`src/rtl/key_cache_ctrl.sv`:
```
// key_cache_ctrl: hit/miss front end for the 4-entry SM4 round-key cache.
// Resolves tag lookups, picks fill victims (free entry first, then LRU),
// sequences fills from the key-expansion unit and touches the LRU recorder.
// Optional hit/miss counters are compiled in with `define KEY_CACHE_STATS_EN.
module key_cache_ctrl #(
    parameter int unsigned TAG_W = 32
) (
    input  logic             clk_i,
    input  logic             reset_n_i,
    input  logic             req_v_i,
    input  logic [TAG_W-1:0] req_tag_i,
    output logic             req_ready_o,
    output logic             resp_v_o,
    output logic [1:0]       resp_idx_o,
    output logic             resp_hit_o,
    input  logic             resp_ready_i,
    output logic             fill_v_o,
    output logic [1:0]       fill_idx_o,
    output logic [TAG_W-1:0] fill_tag_o,
    input  logic             fill_ready_i,
    input  logic             fill_done_i,
    input  logic             flush_i,
`ifdef KEY_CACHE_STATS_EN
    output logic [15:0]      hit_cnt_o,
    output logic [15:0]      miss_cnt_o,
`endif
    output logic [1:0]       lru_access1_o,
    output logic             lru_v1_o,
    output logic [1:0]       lru_access2_o,
    output logic             lru_v2_o,
    input  logic [1:0]       lru_replace_i
);

    typedef enum logic [1:0] {StIdle, StFillReq, StFillWait, StResp} state_e;

    state_e           state_q, state_d;
    logic [3:0]       valid_q, valid_d;
    logic [TAG_W-1:0] tag_q [4];
    logic [TAG_W-1:0] tag_d [4];
    logic [1:0]       victim_q, victim_d;
    logic [TAG_W-1:0] req_tag_q, req_tag_d;
    logic [1:0]       resp_idx_q, resp_idx_d;
    logic             resp_hit_q, resp_hit_d;

    logic [3:0] hit_vec;
    logic       hit_any;
    logic [1:0] hit_idx;
    logic [1:0] miss_victim;
    logic       accept;

    // Tag compare and victim choice: lowest free entry, else the LRU entry.
    always_comb begin
        hit_any     = 1'b0;
        hit_idx     = 2'd0;
        miss_victim = lru_replace_i;
        for (int i = 0; i < 4; i++) begin
            hit_vec[i] = valid_q[i] && (tag_q[i] == req_tag_i);
        end
        for (int i = 3; i >= 0; i--) begin
            if (hit_vec[i]) begin
                hit_any = 1'b1;
                hit_idx = 2'(i);
            end
            if (!valid_q[i]) begin
                miss_victim = 2'(i);
            end
        end
    end

    // Flush takes priority over a request in the same cycle.
    assign req_ready_o = (state_q == StIdle) && reset_n_i && !flush_i;
    assign accept      = req_v_i && req_ready_o;

    // State register and cache contents with synchronous reset.
    always_ff @(posedge clk_i) begin
        if (!reset_n_i) begin
            state_q    <= StIdle;
            valid_q    <= 4'b0;
            victim_q   <= 2'd0;
            req_tag_q  <= '0;
            resp_idx_q <= 2'd0;
            resp_hit_q <= 1'b0;
            for (int i = 0; i < 4; i++) tag_q[i] <= '0;
        end else begin
            state_q    <= state_d;
            valid_q    <= valid_d;
            victim_q   <= victim_d;
            req_tag_q  <= req_tag_d;
            resp_idx_q <= resp_idx_d;
            resp_hit_q <= resp_hit_d;
            for (int i = 0; i < 4; i++) tag_q[i] <= tag_d[i];
        end
    end

    // Next-state and datapath updates.
    always_comb begin
        state_d    = state_q;
        valid_d    = valid_q;
        tag_d      = tag_q;
        victim_d   = victim_q;
        req_tag_d  = req_tag_q;
        resp_idx_d = resp_idx_q;
        resp_hit_d = resp_hit_q;
        unique case (state_q)
            StIdle: begin
                if (flush_i) begin
                    valid_d = 4'b0;
                end else if (accept) begin
                    if (hit_any) begin
                        resp_idx_d = hit_idx;
                        resp_hit_d = 1'b1;
                        state_d    = StResp;
                    end else begin
                        // Drop the victim now so a half-written entry never hits.
                        victim_d             = miss_victim;
                        req_tag_d            = req_tag_i;
                        valid_d[miss_victim] = 1'b0;
                        state_d              = StFillReq;
                    end
                end
            end
            StFillReq: begin
                if (fill_ready_i) state_d = StFillWait;
            end
            StFillWait: begin
                if (fill_done_i) begin
                    valid_d[victim_q] = 1'b1;
                    tag_d[victim_q]   = req_tag_q;
                    resp_idx_d        = victim_q;
                    resp_hit_d        = 1'b0;
                    state_d           = StResp;
                end
            end
            StResp: begin
                if (resp_ready_i) state_d = StIdle;
            end
            default: state_d = StIdle;
        endcase
    end

    // Outputs: handshakes from state, LRU touches as single-cycle pulses.
    always_comb begin
        resp_v_o      = (state_q == StResp);
        resp_idx_o    = resp_idx_q;
        resp_hit_o    = resp_hit_q;
        fill_v_o      = (state_q == StFillReq);
        fill_idx_o    = victim_q;
        fill_tag_o    = req_tag_q;
        lru_v1_o      = accept && hit_any;
        lru_access1_o = hit_idx;
        lru_v2_o      = (state_q == StFillWait) && fill_done_i;
        lru_access2_o = victim_q;
    end

`ifdef KEY_CACHE_STATS_EN
    logic [15:0] hit_cnt_q, hit_cnt_d;
    logic [15:0] miss_cnt_q, miss_cnt_d;

    // Saturating per-outcome counters; only reset clears them.
    always_comb begin
        hit_cnt_d  = hit_cnt_q;
        miss_cnt_d = miss_cnt_q;
        if (accept && hit_any && (hit_cnt_q != 16'hFFFF)) hit_cnt_d = hit_cnt_q + 16'd1;
        if (accept && !hit_any && (miss_cnt_q != 16'hFFFF)) miss_cnt_d = miss_cnt_q + 16'd1;
    end

    // Counter registers.
    always_ff @(posedge clk_i) begin
        if (!reset_n_i) begin
            hit_cnt_q  <= 16'd0;
            miss_cnt_q <= 16'd0;
        end else begin
            hit_cnt_q  <= hit_cnt_d;
            miss_cnt_q <= miss_cnt_d;
        end
    end

    assign hit_cnt_o  = hit_cnt_q;
    assign miss_cnt_o = miss_cnt_q;
`endif

endmodule

```
`config.mk`:
```
export PLATFORM = sky130hd
export DESIGN_NAME = key_cache_ctrl
export DESIGN_NICKNAME = d
export VERILOG_FILES = /design/src/rtl/key_cache_ctrl.sv
export SDC_FILE = /design/constraint.sdc
export NUM_CORES = 1
export LEC_CHECK = 0
export BUFFER_PORTS_ARGS = -buffer_cell sky130_fd_sc_hd__buf_2
export CAP_MARGIN = 20
export CELL_PAD_IN_SITES_DETAIL_PLACEMENT = 1
export CELL_PAD_IN_SITES_GLOBAL_PLACEMENT = 1
export CORE_MARGIN = 4
export CORE_UTILIZATION = 44
export CTS_BUF_LIST = sky130_fd_sc_hd__clkbuf_16
export DETAILED_ROUTE_END_ITERATION = 7
export GPL_TIMING_DRIVEN = 1
export PLACE_DENSITY_LB_ADDON = 0.1
export SLEW_MARGIN = 20
export SYNTH_ARGS = -nofsm -noshare
export SYNTH_HDL_FRONTEND = slang
export SYNTH_SLANG_ARGS = --single-unit
export TNS_END_PERCENT = 100
```
`constraint.sdc`:
```
create_clock -name clk_i -period 3.3 [get_ports clk_i]
set_clock_uncertainty 0.2 [all_clocks]
set_input_delay 0.66 -clock clk_i [delete_from_list [all_inputs] [get_ports clk_i]]
set_output_delay 0.66 -clock clk_i [all_outputs]
set_load 0.01 [all_outputs]
```
==> out/qor.txt <==
Critical Path RT -> 2440 ps
Multiplexer share of the synthesized area -> 0.0406
Skew-Pair Late Insertion Delay -> 430 ps
Die height -> 144 um
DR WL/cell -> 21.5 um
Yosys warning count -> 0
Clock sinks -> 171
FF+latch count, synth -> 171
Leakage -> 3.84 nW
Most used DFF post-synth -> dfxtp_1
Post-synthesis sequential area ratio -> 0.421
Hold Fails Final Rpt -> 0
Worst path cell trace -> buf_2 > xor2_1 > nor4_1 > nand4_1 > nor4_2 > buf_4 > nand2b_4 > buf_4 > nor2_1 > buf_2
Layout Nets -> 1159
Clock Tree Root -> clkbuf_16
Number of flops mapped to enable cells by yosys -> 0
CP Capture Type -> output pin
Setup CP Type -> primary input to output pin
Tcrit/Tclk final -> 1.01
Number of nets produced by synthesis -> 1063
Synth Cell Area -> 0.00813 mm^2
Critical-path top delay cell -> nor4_1
Fillers -> 2233
ANT cells -> 0
DRC Markers -> 0
Worst-Margin Slew -> 830 ps
Synth Area in Compound Gates -> 0.111
Cell Area, Placed -> 0.00907 mm^2
Initial antenna violation count -> 0
Num ports -> 87
Core Area -> 0.0181 mm^2
PD cells -> 494 mW/mm^2
Adder-Cell Fraction of Synth Area -> 0.00616
Gpl congestion -> 0.988
Post-route ant nets -> 0
Vias in the first global route -> 7328
Commonest cells after routing, fill and taps aside -> nand2_1, dfxtp_1, a21oi_1, xor2_1, buf_2
Worst EP arrival -> 2480 ps
Peak VDD IR -> 0.000348 V
Simple-gate share of the synthesized area -> 0.230
Total die area -> 0.0207 mm^2
Reg clk slew, reported paths -> 70 ps
R2r startpoint -> tag_q[80]$_SDFFE_PN0P_
F_max -> 300 MHz
Worst path max stage delay -> 340 ps
Register-to-Register Path Depth -> 9
Max clock buf depth -> 2
PnR worst setup slack -> -37.2 ps
Slew headroom -> 0.447
Hold Crit Endpoint -> tag_q[44]$_SDFFE_PN0P_
CP Max Fanout -> 5
Leading cell type in the layout, fill and taps excluded -> nand2_1
First-pass GRT wire length -> 44.0 mm
H-tree depth -> 4
R2r setup slk -> 530 ps
XOR/XNOR share of the synthesized area -> 0.138
Total grt overflow -> 0
Post-layout min period -> 3340 ps
Hold Path Depth -> 2
Num CTS Buffers -> 17
Routed WL -> 29.2 mm
Run status -> complete, but fails checks
Area growth syn-to-layout -> 21.5%
Via count -> 7474
CTS tree -> yes
Die Wd -> 144 um
Total GRT Usage -> 0.283
Pre-CTS setup slack -> -265 ps
Initial DRC count -> 436
Synth cell types -> 47
Largest family of logic cells by synthesized area -> simple AND/OR/NAND/NOR gates
Max cap viols -> 0
FF-to-FF End -> valid_q[1]$_SDFFE_PN0P_
Violated checks -> setup timing
Startpoint types -> primary input
Worst hold start -> tag_q[44]$_SDFFE_PN0P_
Input/output buffers -> 86
FFs w/ async S/R, synth -> 0
Drt via density -> 5.51
Row cnt -> 49
Final Setup Violations -> 2
DP HPWL -> 20.6 mm
RSZ-0062 raised after global routing -> yes
Largest net degree at the start of global routing -> 169
Final instance area -> 0.00987 mm^2
Cells after Synth -> 1018
Syn Area/Cell -> 7.98 um^2
Layout cells sized above 1 -> 0.202
Initial DRT Pass Iterations -> 4
Worst hold path class -> flip-flop to flip-flop
Initial core utilization -> 0.449
Hold buffers post-CTS -> 0
Slew Limit Fails -> 0
[repair_timing]
action	in CTS	in global routing
setup buffers	0	2
pin swaps	6	14
setup endpoints to repair	3	3
resized for setup	10	31
[kinds of logic after synthesis]
group,Yosys count
AOI/OAI and AO/OA,165
xor gates and xnor gates,128
adders and majority gates,4
buffers and inverters,97
DFF,171
muxes,33
and+or+nand+nor,420
[flip-flops by register name (all words and copies together), names as in the netlist]
name and cells:
resp_hit_o 1, resp_idx_o 2, valid_q 4, fill_idx_o 2, state_q 2, fill_tag_o 32, tag_q 128
[power by group]
group | switching [W] | internal, W
Sequential | 0.0000781 | 0.00212
Combinational | 0.000477 | 0.000270
Clock | 0.000894 | 0.00104
[synthesized netlist by cell type (3+ instances only)]
master    instances  area [um^2]
a21oi_1         137          686
nand2b_1          3         18.8
clkbuf_1         54          203
mux2i_1          33          330
xor2_1          110          963
nand4_1          10         62.6
buf_6             5         56.3
nand3_1           7         35.0
inv_1            12         45.0
dfxtp_1         171         3420
nand2_1         275         1030
ha_1              4         50.1
xnor2_1          18          158
nor3_1           14         70.1
nor2_1           44          165
nand4b_1          3         26.3
a311oi_1          4         35.0
buf_2            16         80.1
o21ai_0           8         40.0
nor4_1           45          282
buf_1             6         22.5
[stage by stage]
step           power (W)   util  setup TNS (ps)  hold WS [ps]  std cells
2_1_floorplan    0.00265      -               0           248       1018
3_3_place_gp     0.00295  0.502            -570           253       1323
3_5_place_dp     0.00296  0.502            -703           260       1323
4_1_cts          0.00488  0.535               0           269       1355
5_1_grt          0.00506  0.546            -277           286       1356
6_report         0.00487  0.546           -70.6           266       1356
[per-layer routing]
| layer | global-route usage | part of all wire | routed length [um] |
|---|---|---|---|
| met3 | 0.0376 | 0.042 | 1220 |
| met5 | 0 | 0 | 0 |
| met2 | 0.473 | 0.49 | 14200 |
| met4 | 0.0659 | 0.011 | 335 |
| met1 | 0.388 | 0.46 | 13500 |
[critical path, delay by kind of cell]
kind | cells | cell delay, ps
xor gates and xnor gates | 1 | 210
and+or+nand+nor | 5 | 1030
buffers and inverters | 4 | 570
[worst max-delay path by stage]
stage	slack, ps	to	from
after floorplan	180	lru_v1_o	req_tag_i[25]
final	-40	lru_access1_o[1]	req_tag_i[30]
after global placement	-200	lru_access1_o[0]	req_tag_i[23]
after global routing	-150	lru_v1_o	req_tag_i[23]
after CTS	1	lru_v1_o	req_tag_i[12]
after detailed placement	-270	lru_access1_o[0]	req_tag_i[23]
[area by class of cell]
type / count / area (um^2) / share of cell area
Clock buffer: 17 / 425 / 0.0431
Clock inverter: 15 / 123 / 0.0124
Inverter: 14 / 55.1 / 0.00558
Multi-Input combinational cell: 750 / 4500 / 0.455
Sequential cell: 171 / 3430 / 0.347
Tap cell: 229 / 287 / 0.0290
Timing Repair Buffer: 160 / 1060 / 0.107
No activity file was read; power rests on OpenSTA's default activity.
